<file path="src/rtl/keypad_scanner.sv">
// keypad_scanner: column-scans a 4x3 membrane keypad, debounces whole scan
// frames and emits a one-cycle key code on invalue for each fresh press.
// invalue rests at 13 ("no command") at all other times.
module keypad_scanner #(
    parameter int SCAN_DIV = 1000,  // cycles each column is driven before sampling (>=2)
    parameter int DEBOUNCE = 4      // identical frames needed to accept a change (1..255)
) (
    input  logic       clk,
    input  logic       rst,
    input  logic [3:0] row,
    output logic [2:0] col,
    output logic [3:0] invalue
);

    localparam int               DIV_W        = $clog2(SCAN_DIV);
    localparam logic [DIV_W-1:0] DIV_LAST     = DIV_W'(SCAN_DIV - 1);
    localparam logic [7:0]       DEB_MAX      = 8'(DEBOUNCE);
    localparam logic [3:0]       CODE_NONE    = 4'd13;
    localparam logic [3:0]       CODE_INVALID = 4'd15;

    // Key code for the switch at (row r, column c).
    function automatic logic [3:0] key_code(input int r, input int c);
        logic [3:0] code;
        if (r == 3) begin
            code = (c == 0) ? 4'd11 : ((c == 1) ? 4'd0 : 4'd10);
        end else begin
            code = 4'(r * 3 + c + 1);
        end
        return code;
    endfunction

    logic [1:0]       col_idx;
    logic [DIV_W-1:0] div;
    // Columns 0 and 1 of the current frame; column 2 is decoded straight
    // from the pins on the frame-end cycle, so it never needs storing.
    logic [7:0]       snap;
    logic [7:0]       stable;
    logic [3:0]       cand;
    logic [3:0]       accepted;

    logic [11:0]      frame_bits;
    logic [3:0]       n_set;
    logic [3:0]       d_code;
    logic [3:0]       nxt_cand;
    logic [7:0]       nxt_stable;
    logic             accept_now;

    // Decode the completed frame and work out the debounce update it implies.
    always_comb begin
        // NOTE: every always_comb output gets a default first so no path can infer a latch.
        frame_bits = {~row, snap};
        n_set      = 4'd0;
        d_code     = CODE_NONE;
        nxt_cand   = cand;
        nxt_stable = stable;
        for (int c = 0; c < 3; c++) begin
            for (int r = 0; r < 4; r++) begin
                if (frame_bits[c*4 + r]) begin
                    n_set  = n_set + 4'd1;
                    d_code = key_code(r, c);
                end
            end
        end
        if (n_set > 4'd1) begin
            d_code = CODE_INVALID;
        end

        if (d_code == CODE_INVALID) begin
            nxt_cand   = CODE_INVALID;
            nxt_stable = 8'd0;
        end else if (d_code == cand) begin
            nxt_stable = (stable == DEB_MAX) ? stable : stable + 8'd1;
        end else begin
            nxt_cand   = d_code;
            nxt_stable = 8'd1;
        end
        accept_now = (nxt_stable == DEB_MAX) && (nxt_cand != accepted);
    end

    // Column scan, per-column sampling, frame-end debounce and press events.
    always_ff @(posedge clk) begin
        // NOTE: sequential state uses non-blocking assignments so every register sees pre-edge values.
        if (rst) begin
            col_idx  <= 2'd0;
            div      <= '0;
            snap     <= '0;
            col      <= 3'b110;
            stable   <= 8'd0;
            cand     <= CODE_NONE;
            accepted <= CODE_NONE;
            invalue  <= CODE_NONE;
        end else begin
            invalue <= CODE_NONE;
            if (div == DIV_LAST) begin
                div <= '0;
                case (col_idx)
                    2'd0: begin
                        snap[3:0] <= ~row;
                        col_idx   <= 2'd1;
                        col       <= 3'b101;
                    end
                    2'd1: begin
                        snap[7:4] <= ~row;
                        col_idx   <= 2'd2;
                        col       <= 3'b011;
                    end
                    default: begin
                        col_idx <= 2'd0;
                        col     <= 3'b110;
                        stable  <= nxt_stable;
                        cand    <= nxt_cand;
                        if (accept_now) begin
                            accepted <= nxt_cand;
                            // Only a press out of the released state is reported.
                            if (accepted == CODE_NONE) begin
                                invalue <= nxt_cand;
                            end
                        end
                    end
                endcase
            end else begin
                div <= div + 1'b1;
            end
        end
    end

endmodule

</file>
<file path="config.mk">
export PLATFORM = sky130hd
export DESIGN_NAME = keypad_scanner
export DESIGN_NICKNAME = d
export VERILOG_FILES = /design/src/rtl/keypad_scanner.sv
export SDC_FILE = /design/constraint.sdc
export NUM_CORES = 1
export LEC_CHECK = 0
export BUFFER_PORTS_ARGS = -buffer_cell sky130_fd_sc_hd__buf_2
export CAP_MARGIN = 20
export CORE_MARGIN = 1.5
export CORE_UTILIZATION = 35
export CTS_CLUSTER_DIAMETER = 50
export DETAILED_ROUTE_END_ITERATION = 6
export SKIP_LAST_GASP = 1
export SYNTH_ARGS = -nofsm -noshare
export SYNTH_HDL_FRONTEND = slang
export SYNTH_SLANG_ARGS = --single-unit
</file>
<file path="constraint.sdc">
create_clock -name clk -period 22.1 [get_ports clk]
set_input_delay 2.21 -clock clk [delete_from_list [all_inputs] [get_ports clk]]
set_output_delay 2.21 -clock clk [all_outputs]
set_load 0.02 [all_outputs]
</file>
* Yosys cells after proc, flatten, opt, wreduce, memory -nomap -nowiden *
Index checks and enable logic that the tools add are counted.

storage, ports and cells
  bits in registers = 43
  bits in writable memories = 0
  memory bits (read-only) = 0
  memories = 0
  bits in latches = 0
  output and inout port bits = 7
  word-level logic and storage cells = 77
  input port bits = 6

operators by class
  multiply operators = 0
  bitwise logic cells = 5
  order comparisons = 1
  shifts and indexed selects = 0
  divide/modulo/power cells = 0
  multiplexer cells = 32
  equal/unequal tests = 8
  add/sub/neg operators = 13
  reductions and logical operators = 9

operators with widths
  operator                 count
  $mux W4                  26
  $add A4 B1 Y4 const B    11
  $mux W8                  3
  $eq A8 B3 Y1 const B     2
  $add A10 B1 Y10 const B  1
  $eq A10 B10 Y1 const B   1
  $add A8 B1 Y8 const B    1
  $eq A4 B4 Y1 const B     2
  $pmux W3 S2              1
  $reduce_and A2 Y1        3
  $reduce_or A6 Y1         1
  $eq A4 B4 Y1             1
  $gt A4 B1 Y1 const B     1
  $ne A4 B4 Y1             1
  $not A1 Y1               4
  $not A4 Y4               1
  $pmux W2 S2              1
  $reduce_or A2 Y1         2
  $reduce_and A3 Y1        1
  $eq A2 B1 Y1 const B     1
  $logic_not A2 Y1         1
  $logic_and A1 B1 Y1      1
  $mux W1                  1

* Longest topological paths before layout *
  depth in word-level cells = 32
  depth in mapped cells = 40
  depth with buffers taken out = 38

* Worst setup path after synthesis *
Ideal clock, no wire load.

  path type = reg2reg
  start = register snap[0]
  end = register accepted[0]
  data required time = 21,980 ps
  setup time = 120 ps
  path buffers = 2
  period minus slack after synthesis = 7,221 ps
  stages on the path, launching flop included = 41
  setup slack = 14,879 ps
  arrival time = 7,101 ps
  cells stage by stage = dfxtp_1 -> inv_1 -> ha_1 -> buf_2 -> xnor2_1 -> inv_1 -> ha_1 -> xnor2_1 -> nand2_1 -> o31ai_1 -> xor2_1 -> nor2_1 -> a21oi_1 -> ha_1 -> nand2b_1 -> o21ai_0 -> xnor2_1 -> a21oi_1 -> (+5 left out) -> o21ai_0 -> ha_1 -> nor2_1 -> a21oi_1 -> a21oi_1 -> nor2_1 -> ha_1 -> xor2_1 -> xnor2_1 -> xnor2_1 -> or3_1 -> o21ai_2 -> nand4_1 -> a31oi_4 -> and2_1 -> buf_2 -> a21oi_1 -> or2_1

on the way
  longest elaborated chain between the ends = 31
  elaborated cells between the ends (all ways) = 47
  classes of those cells = add/sub: 11; order compare: 1; eq/ne: 4; mux: 29; reduce/logical: 2

RTL lines
  item                                                 line  source
  start: declaration                                   36    logic [7:0] snap;
  start signal: assignment                             98    snap[3:0] <= ~row;
  $mux W1                                              58    if (frame_bits[c*4 + r]) begin
  $add A4 B1 Y4                                        59    n_set = n_set + 4'd1;
  $mux W4                                              58
  $add A4 B1 Y4                                        59
  $mux W4                                              58
  $add A4 B1 Y4                                        59
  $mux W4                                              58
  $add A4 B1 Y4                                        59
  (+15 left out)                                       --
  $gt A4 B1 Y1                                         64    if (n_set > 4'd1) begin
  $mux W4 *                                            64
  $eq A4 B4 Y1                                         71    end else if (d_code == cand) begin
  $mux W8 / $mux W4 (equally long branches)            71
  $mux W8 / $mux W4 (equally long branches)            68    if (d_code == CODE_INVALID) begin
  $eq A8 B3 Y1 / $ne A4 B4 Y1 (equally long branches)  77    accept_now = (nxt_stable == DEB_MAX) && (nxt_cand != accepted);
  $logic_and A1 B1 Y1                                  77
  $reduce_and A3 Y1 (no source line)                   --
  end signal: assignment                               113   accepted <= nxt_cand;
  end: declaration                                     39    logic [3:0] accepted;

Every way passes the cells marked *; elsewhere a longest branch is shown, timed or not.
A chain may end at the register's enable or synchronous reset.

* Final worst setup path *
  start = register snap[0]
  end = register invalue[2]

on the way
  longest elaborated chain between the ends = 32
  elaborated cells between the ends (all ways) = 48
  classes of those cells = add/sub: 11; order compare: 1; eq/ne: 4; mux: 29; bitwise: 1; reduce/logical: 2

RTL lines
  item                                                 line  source
  $mux W1                                              58
  $add A4 B1 Y4                                        59
  $mux W4                                              58
  $add A4 B1 Y4                                        59
  $mux W4                                              58
  $add A4 B1 Y4                                        59
  $mux W4                                              58
  $add A4 B1 Y4                                        59
  (+16 left out)                                       --
  $mux W4 *                                            64
  $eq A4 B4 Y1                                         71
  $mux W8 / $mux W4 (equally long branches)            71
  $mux W8 / $mux W4 (equally long branches)            68
  $eq A8 B3 Y1 / $ne A4 B4 Y1 (equally long branches)  77
  $logic_and A1 B1 Y1                                  77
  $not A1 Y1 (no source line)                          --
  $reduce_or A6 Y1 (no source line)                    --
  end signal: assignment                               116   invalue <= nxt_cand;
  end: declaration                                     12    output logic [3:0] invalue

Marked as above.

==> PnR_summary.wiki <==
{| class="wikitable"
! Metric !! Value
|-
| Clock buffers created by TritonCTS || 5
|-
| Class of the worst hold path || reg2reg
|-
| Maximum frequency from static timing analysis || between 0.1 and 0.15 GHz
|-
| Worst clock skew || 0.00506 ns
|-
| Worst-path fanout max || 7
|-
| Peak ir drop on the vdd network || 0.0258 mV
|-
| Overall die area || about 11,000 µm²
|-
| Worst Path Buf+Inv || 2
|-
| Maximum number of pins on one net before global-route repair || 23
|-
| Number of max-capacitance violations reported || 0
|-
| Reg power frac || a little over half
|-
| Final estimated routing congestion in global placement || between 0.8 and 0.9
|-
| Minimum clock period after layout || approximately 8 ns
|-
| Setup repair after global routing missed its margin || false
|-
| GRT Resource Usage Total || 15.0%
|-
| Area of the placeable core || roughly 10,000 µm²
|-
| Post-Synthesis Cells || between 400 and 500
|-
| Share of power burned in combinational logic || approximately 14%
|-
| Post-Place Cell Area || about 3800 µm²
|-
| Share of flip-flops with an asynchronous set or reset after synthesis || 0%
|-
| Crit path launch type || register
|-
| Number of remaining DRC errors || 0
|-
| Final #Nets || around 500
|-
| Cell type with the highest aggregate area in the netlist || sky130_fd_sc_hd__dfxtp_1
|-
| First-pass GRT wire length || 14.1 mm
|-
| CTS Hold Buffers Added || 0
|-
| Setup violation total in the final timing report || 0
|-
| Total leakage power || ~1.5 nW
|-
| CP Class || reg2reg
|-
| Nets in the synthesized netlist || just under 500
|-
| Switch Pwr || 0.0385 mW
|-
| Number of max-slew violations in the final report || 0
|-
| Post-synth EDFFs || 0
|-
| Transition time at the pin with the least slew margin || approximately 0.89 ns
|-
| Floorplan die height || approximately 100 µm
|-
| CTS clk-pin slew, worst paths || ~0.080 ns
|-
| Switching part of the total power || between 20% and 30%
|-
| WL final || 7.84 mm
|-
| Critical path arrival || 8.12 ns
|-
| WL per Instance || between 10 and 15 µm
|-
| Dominant register cell in the synthesized netlist || sky130_fd_sc_hd__dfxtp_1
|-
| Count of antenna-violating nets left after detailed routing || 0
|-
| Buffer cell driving the clock tree root || sky130_fd_sc_hd__clkbuf_8
|-
| Number of standard-cell rows in the floorplan || 37
|-
| Number of antenna violations at the first check in global routing || 0
|-
| Most used standard cells in the synthesized netlist || sky130_fd_sc_hd__nand2_1, sky130_fd_sc_hd__nor2_1, sky130_fd_sc_hd__dfxtp_1
|-
| Most used standard cell by instance count after synthesis || sky130_fd_sc_hd__nand2_1
|-
| Starting density of the core || between 30% and 40%
|-
| Reg2reg setup slack || 14.14 ns
|-
| Number of unique standard cell types used by synthesis || between 70 and 80
|-
| Maximum single-stage delay on the critical path || approximately 0.4 ns
|-
| Overall via count from detail_route || about 3,200
|-
| Horizontal extent of the die || around 100 µm
|-
| Cell Pwr Density || ~38 nW/µm²
|-
| Final Cycle Share || a little over a third
|-
| Post-CTS sizing || 0
|-
| IO Count || 13
|-
| Sum of overflow across all layers after global routing || 0
|-
| Fin. Hold Viols || 0
|-
| DPL Wire Length || just over 6 mm
|-
| Highest-delay cell along the critical path || sky130_fd_sc_hd__dfxtp_1
|-
| Fraction of synthesized cell area taken by the top area cell type || a little under a quarter
|-
| Number of search-and-repair iterations in the first detailed-routing pass || 4
|-
| Final total power || between 0.1 and 0.15 mW
|-
| Cell class contributing the biggest share of worst-path delay || compound AO/OA/AOI/OAI gates
|-
| Run status || finished, final reports clean
|-
| Clock network fraction of design power || about a third
|-
| Growth of design area from synthesis to finish || 6.57%
|-
| Mapped cell area || between 3000 and 4000 µm²
|-
| Total inserted antenna cells || 0
|-
| Endpoint kind of the worst setup timing path || register
|-
| Via density per instance || between 5 and 6
|-
| CTS Sinks || 43
|-
| Worst hold slack || ~0.47 ns
|-
| Post-route standard cell area excluding fillers || 3880 µm²
|-
| CTS tree || yes
|-
| Total Neg Setup Slack || 0 ns
|-
| Yosys warns || 0
|-
| Vias in the first global route || between 3,000 and 4,000
|-
| Mean Syn Cell Area || between 7 and 8 µm²
|-
| CTS HTree Levels || 2
|-
| Starting DRT DRC Count || 162
|-
| Data required time at the worst endpoint || 22.25 ns
|-
| Share of final-layout standard cells stronger than drive strength 1 || 10.2%
|-
| Number of port buffers || 12
|-
| Post-CTS repair timing setup buffer count || 0
|-
| Share of synthesized area occupied by flip-flops and latches || between 20% and 30%
|-
| Int Power || between 0.1 and 0.15 mW
|-
| Max Buffers Root-to-Sink || 2
|-
| Worst-skew pair later-pin latency || 0.29 ns
|-
| Leading cell types by total area after synthesis || sky130_fd_sc_hd__dfxtp_1, sky130_fd_sc_hd__xnor2_1, sky130_fd_sc_hd__ha_1
|-
| Relative slew slack || between 40 and 50%
|-
| Synthesis-stage register bit count || 43
|}
## layer usage
| metal | track usage (%) | share of wire [%] |
|---|---|---|
| met4 | 3.23 | 0.48 |
| met3 | 1.93 | 1.6 |
| met5 | 0 | 0 |
| met2 | 25.3 | 47 |
| met1 | 20.4 | 51 |
## cells in the final DEF, fill, tap and decap left out, drive strengths merged, types with 3 or more instances in the layout
cell type  count
and3          12
mux2           3
nor2          52
nor4           7
nand4          8
xnor3          4
inv           18
nand3         24
nand4b         3
a211o          4
dfxtp         43
buf           13
ha            17
clkbuf         6
a21o           4
xor2          11
o31ai          3
and2           6
nand2         53
or2            3
a41oi          3
o21ai         30
a21boi         3
o211ai         9
a21oi         30
or3            5
a211oi         9
xnor2         33
nand2b         4
nor3          12
nor2b          3
## worst reg2reg max path: cells and delay by family, from the launching register on
kind,cells,cell delay [ns]
xor+xnor,8,1.58
compound gates,12,2.06
simple gates,10,1.77
buf+inv,2,0.17
fa+ha+maj,6,1.84
flops,1,0.40
## cells by family after synthesis
logic type	count (synthesis)	share of synthesized area, %
simple gates	202	27.9
compound gates	118	22.6
xor+xnor	48	14.4
flops	43	23.7
buf+inv	40	4.30
fa+ha+maj	17	5.85
mux	4	1.20
## path summary, 6_finish.rpt
kind	from	endpoint	cells past startpoint
worst max-delay path	snap[0]	invalue[2]	38
worst min-delay path	div[0]	div[0]	1
worst max register to register	snap[0]	invalue[2]	38
worst min register to register	div[0]	div[0]	1
## sequential cells by signal, indices dropped and copies added (netlist names)
signal	flops
div	10
snap	8
stable	8
accepted	4
cand	4
invalue	4
col	3
col_idx	2
## cell type report
class,instances,area (µm²)
multi-input combinational,389,2620
inverter,19,72.6
sequential,43,861
clock buffer,6,72.6
timing repair buffer,13,67.6
clock inverter,2,12.5
fill,1083,6310
tap,136,170
## power groups by stage
stage          clock [mW]  sequential [mW]  combinational (mW)
5_1_grt            0.0531           0.0784              0.0222
2_1_floorplan           0           0.0800              0.0155
4_1_cts            0.0507           0.0783              0.0198
6_report           0.0477           0.0783              0.0197
3_3_place_gp            0           0.0801              0.0195
3_5_place_dp            0           0.0801              0.0196
## metrics by stage
stage | setup WS [ns] | std cells | util [%]
4_1_cts | 14.12 | 608 | 38.1
2_1_floorplan | 14.88 | 472 | -
6_report | 14.14 | 608 | 38.1
3_5_place_dp | 14.16 | 600 | 37.2
3_3_place_gp | 14.42 | 600 | 37.2
5_1_grt | 13.34 | 608 | 38.1
Note: power is estimated with default switching activity, not from simulation.
